==> config.mk <==
export PLATFORM = sky130hd
export DESIGN_NAME = branch_history_predictor
export DESIGN_NICKNAME = d
export VERILOG_FILES = /design/src/rtl/branch_history_predictor.sv
export SDC_FILE = /design/constraint.sdc
export NUM_CORES = 2
export LEC_CHECK = 0
export CORE_UTILIZATION = 59
export CTS_BUF_LIST = sky130_fd_sc_hd__clkbuf_4
export DETAILED_ROUTE_END_ITERATION = 10
export PLACE_DENSITY = 0.73
export SLEW_MARGIN = 20
export SYNTH_ARGS = -nofsm -noshare
export SYNTH_HDL_FRONTEND = slang
export SYNTH_SLANG_ARGS = --single-unit
export TNS_END_PERCENT = 1
==> constraint.sdc <==
create_clock -name clk -period 7.75 [get_ports clk]
set_input_delay 0.775 -clock clk [delete_from_list [all_inputs] [get_ports clk]]
set_output_delay 0.775 -clock clk [all_outputs]
set_load 0.005 [all_outputs]
==> src/rtl/branch_history_predictor.sv <==
// Direct-mapped BHT+BTB branch predictor: 2-bit saturating counters with tag and target,
// combinational fetch lookup, execute-stage update, init sweep FSM and saturating statistics.
module branch_history_predictor #(
   parameter int unsigned IDX_W    = 6,
   parameter int unsigned TAG_W    = 8,
   parameter logic [1:0]  CNT_INIT = 2'b01
) (
   input  logic        clk,
   input  logic        rst_n,
   input  logic [31:0] f_pc,
   input  logic        f_is_branch,
   output logic        f_pred_taken,
   output logic        f_btb_hit,
   output logic [31:0] f_pred_target,
   input  logic        e_valid,
   input  logic [31:0] e_pc,
   input  logic        e_taken,
   input  logic [31:0] e_target,
   input  logic        e_mispredict,
   input  logic        tbl_flush,
   input  logic        stat_clr,
   output logic        init_busy,
   output logic [31:0] stat_branches,
   output logic [31:0] stat_mispred
);

   localparam int unsigned N = 2 ** IDX_W;

   typedef enum logic {ST_INIT, ST_RUN} state_t;

   state_t             r_state, w_state_nxt;
   logic [IDX_W-1:0]   r_idx, w_idx_nxt;

   logic               r_valid  [N];
   logic [TAG_W-1:0]   r_tag    [N];
   logic [1:0]         r_cnt    [N];
   logic [31:0]        r_target [N];

   logic [31:0]        r_branches, r_mispred;

   logic [IDX_W-1:0]   w_f_idx, w_e_idx;
   logic [TAG_W-1:0]   w_f_tag, w_e_tag;
   logic               w_e_hit, w_upd;
   logic [1:0]         w_cnt_old, w_cnt_new;
   logic               w_unused;

   assign w_f_idx  = f_pc[IDX_W-1:0];
   assign w_f_tag  = f_pc[IDX_W+TAG_W-1:IDX_W];
   assign w_e_idx  = e_pc[IDX_W-1:0];
   assign w_e_tag  = e_pc[IDX_W+TAG_W-1:IDX_W];
   assign w_unused = ^{f_pc[31:IDX_W+TAG_W], e_pc[31:IDX_W+TAG_W]};

   assign init_busy = (r_state == ST_INIT);

   // Fetch lookup sees pre-update contents; no bypass from a same-cycle update.
   assign f_btb_hit     = r_valid[w_f_idx] && (r_tag[w_f_idx] == w_f_tag) && !init_busy;
   assign f_pred_taken  = f_btb_hit && f_is_branch && r_cnt[w_f_idx][1];
   assign f_pred_target = f_btb_hit ? r_target[w_f_idx] : (f_pc + 32'd1);

   // State register
   always_ff @(posedge clk or negedge rst_n) begin
      if (!rst_n) begin
         r_state <= ST_INIT;
         r_idx   <= '0;
      end else begin
         r_state <= w_state_nxt;
         r_idx   <= w_idx_nxt;
      end
   end

   // Next state: sweep one entry per cycle, flush restarts the sweep from index 0
   always_comb begin
      w_state_nxt = r_state;
      w_idx_nxt   = r_idx;
      case (r_state)
         ST_INIT: begin
            if (tbl_flush) begin
               w_idx_nxt = '0;
            end else if (r_idx == IDX_W'(N - 1)) begin
               w_state_nxt = ST_RUN;
               w_idx_nxt   = '0;
            end else begin
               w_idx_nxt = r_idx + IDX_W'(1);
            end
         end
         ST_RUN: begin
            if (tbl_flush) begin
               w_state_nxt = ST_INIT;
               w_idx_nxt   = '0;
            end
         end
         default: begin
            w_state_nxt = ST_INIT;
            w_idx_nxt   = '0;
         end
      endcase
   end

   assign w_upd     = (r_state == ST_RUN) && e_valid;
   assign w_e_hit   = r_valid[w_e_idx] && (r_tag[w_e_idx] == w_e_tag);
   assign w_cnt_old = r_cnt[w_e_idx];

   // Counter update: saturate on hit, fresh weak state on allocation
   always_comb begin
      w_cnt_new = w_cnt_old;
      if (w_e_hit) begin
         if (e_taken) w_cnt_new = (w_cnt_old == 2'b11) ? 2'b11 : w_cnt_old + 2'b01;
         else         w_cnt_new = (w_cnt_old == 2'b00) ? 2'b00 : w_cnt_old - 2'b01;
      end else begin
         w_cnt_new = e_taken ? 2'b10 : 2'b01;
      end
   end

   // Table storage has no reset; its contents are masked by init_busy until the sweep ends
   always_ff @(posedge clk) begin
      if (r_state == ST_INIT) begin
         r_valid[r_idx] <= 1'b0;
         r_cnt[r_idx]   <= CNT_INIT;
      end else if (w_upd) begin
         r_valid[w_e_idx] <= 1'b1;
         r_tag[w_e_idx]   <= w_e_tag;
         r_cnt[w_e_idx]   <= w_cnt_new;
         if (!w_e_hit || e_taken) r_target[w_e_idx] <= e_target;
      end
   end

   // Saturating statistics; clear wins over increment, flush leaves them alone
   always_ff @(posedge clk or negedge rst_n) begin
      if (!rst_n) begin
         r_branches <= '0;
         r_mispred  <= '0;
      end else if (stat_clr) begin
         r_branches <= '0;
         r_mispred  <= '0;
      end else if (w_upd) begin
         if (r_branches != 32'hFFFF_FFFF) r_branches <= r_branches + 32'd1;
         if (e_mispredict && (r_mispred != 32'hFFFF_FFFF)) r_mispred <= r_mispred + 32'd1;
      end
   end

   assign stat_branches = r_branches;
   assign stat_mispred  = r_mispred;

endmodule

==> reports/metrics.csv <==
stage,metric,value,unit
timing,rsz0062_at_grt,no,
placed_design,gp_congestion,1.02,
min_path,hold_path_class,in -> reg,
status,status,completed,
synthesis,synth_flop_cell,edfxtp_1,
synthesis,synth-compound-area-share,2.63,%
setup_path,worst_ep_arrival_time,6.24,ns
synthesis,yosys.area.top_type,edfxtp_1,
power_and_ir_drop,intPower,23500,uW
setup_path,r2r_start,r_tag[3][0]$_DFFE_PP_,
route,drt-vias-per-instance,6.84,
synthesis,ys_async_sr_fraction,2.52,%
synthesis,yosys.area_share.simple,3.04,%
placed_design,port_buffers,184,
finish,fin_nets,6398,
setup_path,critPathLaunchType,register,
synthesis,synth-seq-cells,2823,
die,core,0.195,mm^2
power_and_ir_drop,p_per_area,234,mW/mm^2
die,pin_count,203,
die,rows,162,
synthesis,synth_edf_count,2752,
synthesis,synth_warnings,0,
finish,syn_to_final_growth,12.3,%
synthesis,synthAdderAreaFrac,0.0432,%
placed_design,hpwl,176000,um
synthesis,yosysSeqAreaShare,72.8,%
synthesis,synth_area_leaders,"edfxtp_1, mux4_2, dfrtp_1, mux2i_1, nor2_1",
clock_network,cts_buffers,702,
die,fp.dieArea,0.198,mm^2
setup_path,worstSetupEndpointType,output pin,
timing,fin_hold_ws,0.279,ns
global_route,grt_pass1_vias,64100,
route,routed_wl,316000,um
timing,fin_worst_skew,0.113,ns
synthesis,syn_area_per_cell,21.0,um^2
power_and_ir_drop,seqPwrFrac,55.0,%
clock_network,htree_levels,6,
setup_path,cp-endpoint,f_pred_target[20],
timing,period_share,90.6,%
clock_network,clkSinkCount,2823,
timing,setup-tns-final,0,ns
power_and_ir_drop,max-vdd-ir-drop,219,uV
synthesis,synth_xor_area_share,0.763,%
global_route,overflow,0,
synthesis,syn_area,0.116,mm^2
setup_path,r2r_setup_slack,2.96,ns
clock_network,clkTransAtPathRegs,0.06,ns
power_and_ir_drop,power_leakage,0.0422,uW
synthesis,synthMuxAreaShare,19.2,%
global_route,grt_pass1_wl,446000,um
setup_path,criticalPathCategory,reg -> out,
die,initial_core_util,59.4,%
power_and_ir_drop,p_comb_share,6.0,%
synthesis,synth_common_cells,"edfxtp_1, mux4_2, nor2_1",
route,drt-initial-drc-count,9794,
clock_network,worstSkewPairLatency,1.49,ns
finish,fillers,12600,
power_and_ir_drop,p_sw,6920,uW
global_route,grt_usage,32.1,%
die,die_h,445,um
route,post_drt_wl_per_cell,33.6,um
timing,setup_viol,0,
route,ant_nets,0,
setup_path,startpoint,r_tag[23][1]$_DFFE_PP_,
finish,drive_gt1_share,35.2,%
job,timing.max_cap.violations,0,
power_and_ir_drop,swShare,22.7,%
synthesis,yosysTopAreaCellShare,71.3,%
timing,max_freq,142,MHz
synthesis,synth_top_family_by_area,multiplexers,
clock_network,clockBufferDepth,4,
route,via_count,64300,
clock_network,root_buffer,clkbuf_4,
clock_network,cts_tree,yes,
clock_network,postCtsSetupBuffers,0,
timing,slew_headroom,19.7,%
synthesis,syn_inst,5517,
setup_path,cp_max_fo,18,
setup_path,reg2reg_to,r_cnt[28][1]$_DFFE_PP_,
timing,finalHoldViolCount,0,
route,firstDrtPassIters,9,
die,dieWidth,445,um
setup_path,required,6.97,ns
timing,period_minus_slack,7.02,ns
power_and_ir_drop,pwr-share-clk,39.0,%
synthesis,yosysMostFrequentCell,edfxtp_1,
setup_path,reg2reg_depth,10,
synthesis,synth_nets,5625,
route,drcViolationCount,0,
global_route,grt_antenna_before_repair,16,
timing,drv_slew,0,
global_route,grt_max_degree,141,
timing,tightest_slew,1.20,ns
synthesis,ys_types,74,
-- per-stage QoR --
step                total power [uW]  util (%)  area (um^2)  instances  setup WS [ns]
floorplan                      18100         -       116000       5517          0.852
global route                   31400      66.7       130000       9397          0.589
global placement               18800      62.1       121000       8161           1.05
CTS                            30600      66.6       130000       9380          0.793
finish                         30400      66.7       130000       9408          0.731
detailed placement             18800      62.1       121000       8161           1.07
-- cells by family (layout without fill, tap and decap cells) --
group | count (synthesis) | in the layout
AND/OR/NAND/NOR | 717 | 717
XOR/XNOR | 101 | 101
adder cells (fa/ha/maj) | 4 | 4
buffers and inverters | 372 | 1621
other | 0 | 18
flip-flops | 2823 | 2823
AO/OA/AOI/OAI | 419 | 419
multiplexers | 1081 | 1081
-- power by group through the flow --
stage / Sequential (uW) / Clock (uW) / Combinational [uW]
finish: 16700 / 11900 / 1830
global route: 16700 / 12800 / 1890
CTS: 16700 / 12100 / 1780
detailed placement: 17100 / 0 / 1760
global placement: 17100 / 0 / 1730
floorplan: 17100 / 0 / 1000
-- worst max-delay path, stage by stage, from the launching register on --
cell and delay (ns):
edfxtp_1 0.39, mux4_2 0.47, mux2_2 0.33, a22oi_1 0.61, and3_1 0.35, nor3_1 0.08, nor4_1 0.30, nand4b_1 0.13
or4_2 1.02, buf_12 0.32, mux2_4 0.31, clkdlybuf4s50_1 0.47
-- final cells by class --
cell class | count | area (um^2) | area share (%)
antenna | 18 | 45.0 | 0.0346
timing repair buffer | 428 | 3900 | 2.99
clock inverter | 190 | 945 | 0.725
tap | 2624 | 3280 | 2.52
multi-input combinational | 2322 | 30200 | 23.2
sequential | 2823 | 84400 | 64.8
clock buffer | 990 | 7430 | 5.71
inverter | 13 | 58.8 | 0.0451
-- state kept, by name, summed over array words and instances, names as in the netlist --
name,flops
r_target,2048
r_tag,512
r_cnt,128
r_valid,64
stat_branches,32
stat_mispred,32
r_idx,6
r_state,1
-- layout by cell type, fill, tap and decap left out, types with 71 or more instances in the layout --
cell	instances
mux2i_1	92
nand2_1	134
buf_4	198
a221oi_1	78
edfxtp_1	2752
clkbuf_4	990
clkdlybuf4s50_1	133
nor2_1	235
clkinv_1	151
mux4_2	890
dfrtp_1	71
-- how the worst min path moves through the flow --
stage / startpoint / endpoint / depth (start not counted) / slack [ns]
after floorplan: rst_n / r_idx[0]$_DFFE_PN0P_ / 0 / 0.48
after global placement: stat_mispred[5]$_DFFE_PN0P_ / stat_mispred[5]$_DFFE_PN0P_ / 2 / 0.54
after detailed placement: stat_mispred[9]$_DFFE_PN0P_ / stat_mispred[9]$_DFFE_PN0P_ / 2 / 0.55
after CTS: e_target[9] / r_target[43][9]$_DFFE_PP_ / 1 / 0.007
after global routing: e_target[17] / r_target[44][17]$_DFFE_PP_ / 2 / 0.19
final: e_mispredict / stat_mispred[0]$_DFFE_PN0P_ / 4 / 0.28
-- layer usage --
metal | global-route usage [%] | wire length [um] | up-vias
met5 | 0 | 86 | -
met3 | 10.6 | 42700 | 809
met4 | 13.8 | 13300 | 8
met2 | 47.4 | 145000 | 4709
li1 | - | - | 25500
met1 | 44.3 | 115000 | 33400
-- timing repair --
item,4_1_cts,5_1_grt
gates resized for setup,0,0
endpoints found under the hold margin,1598,384
hold buffers,39,6
(Power assumes the default switching activity.)
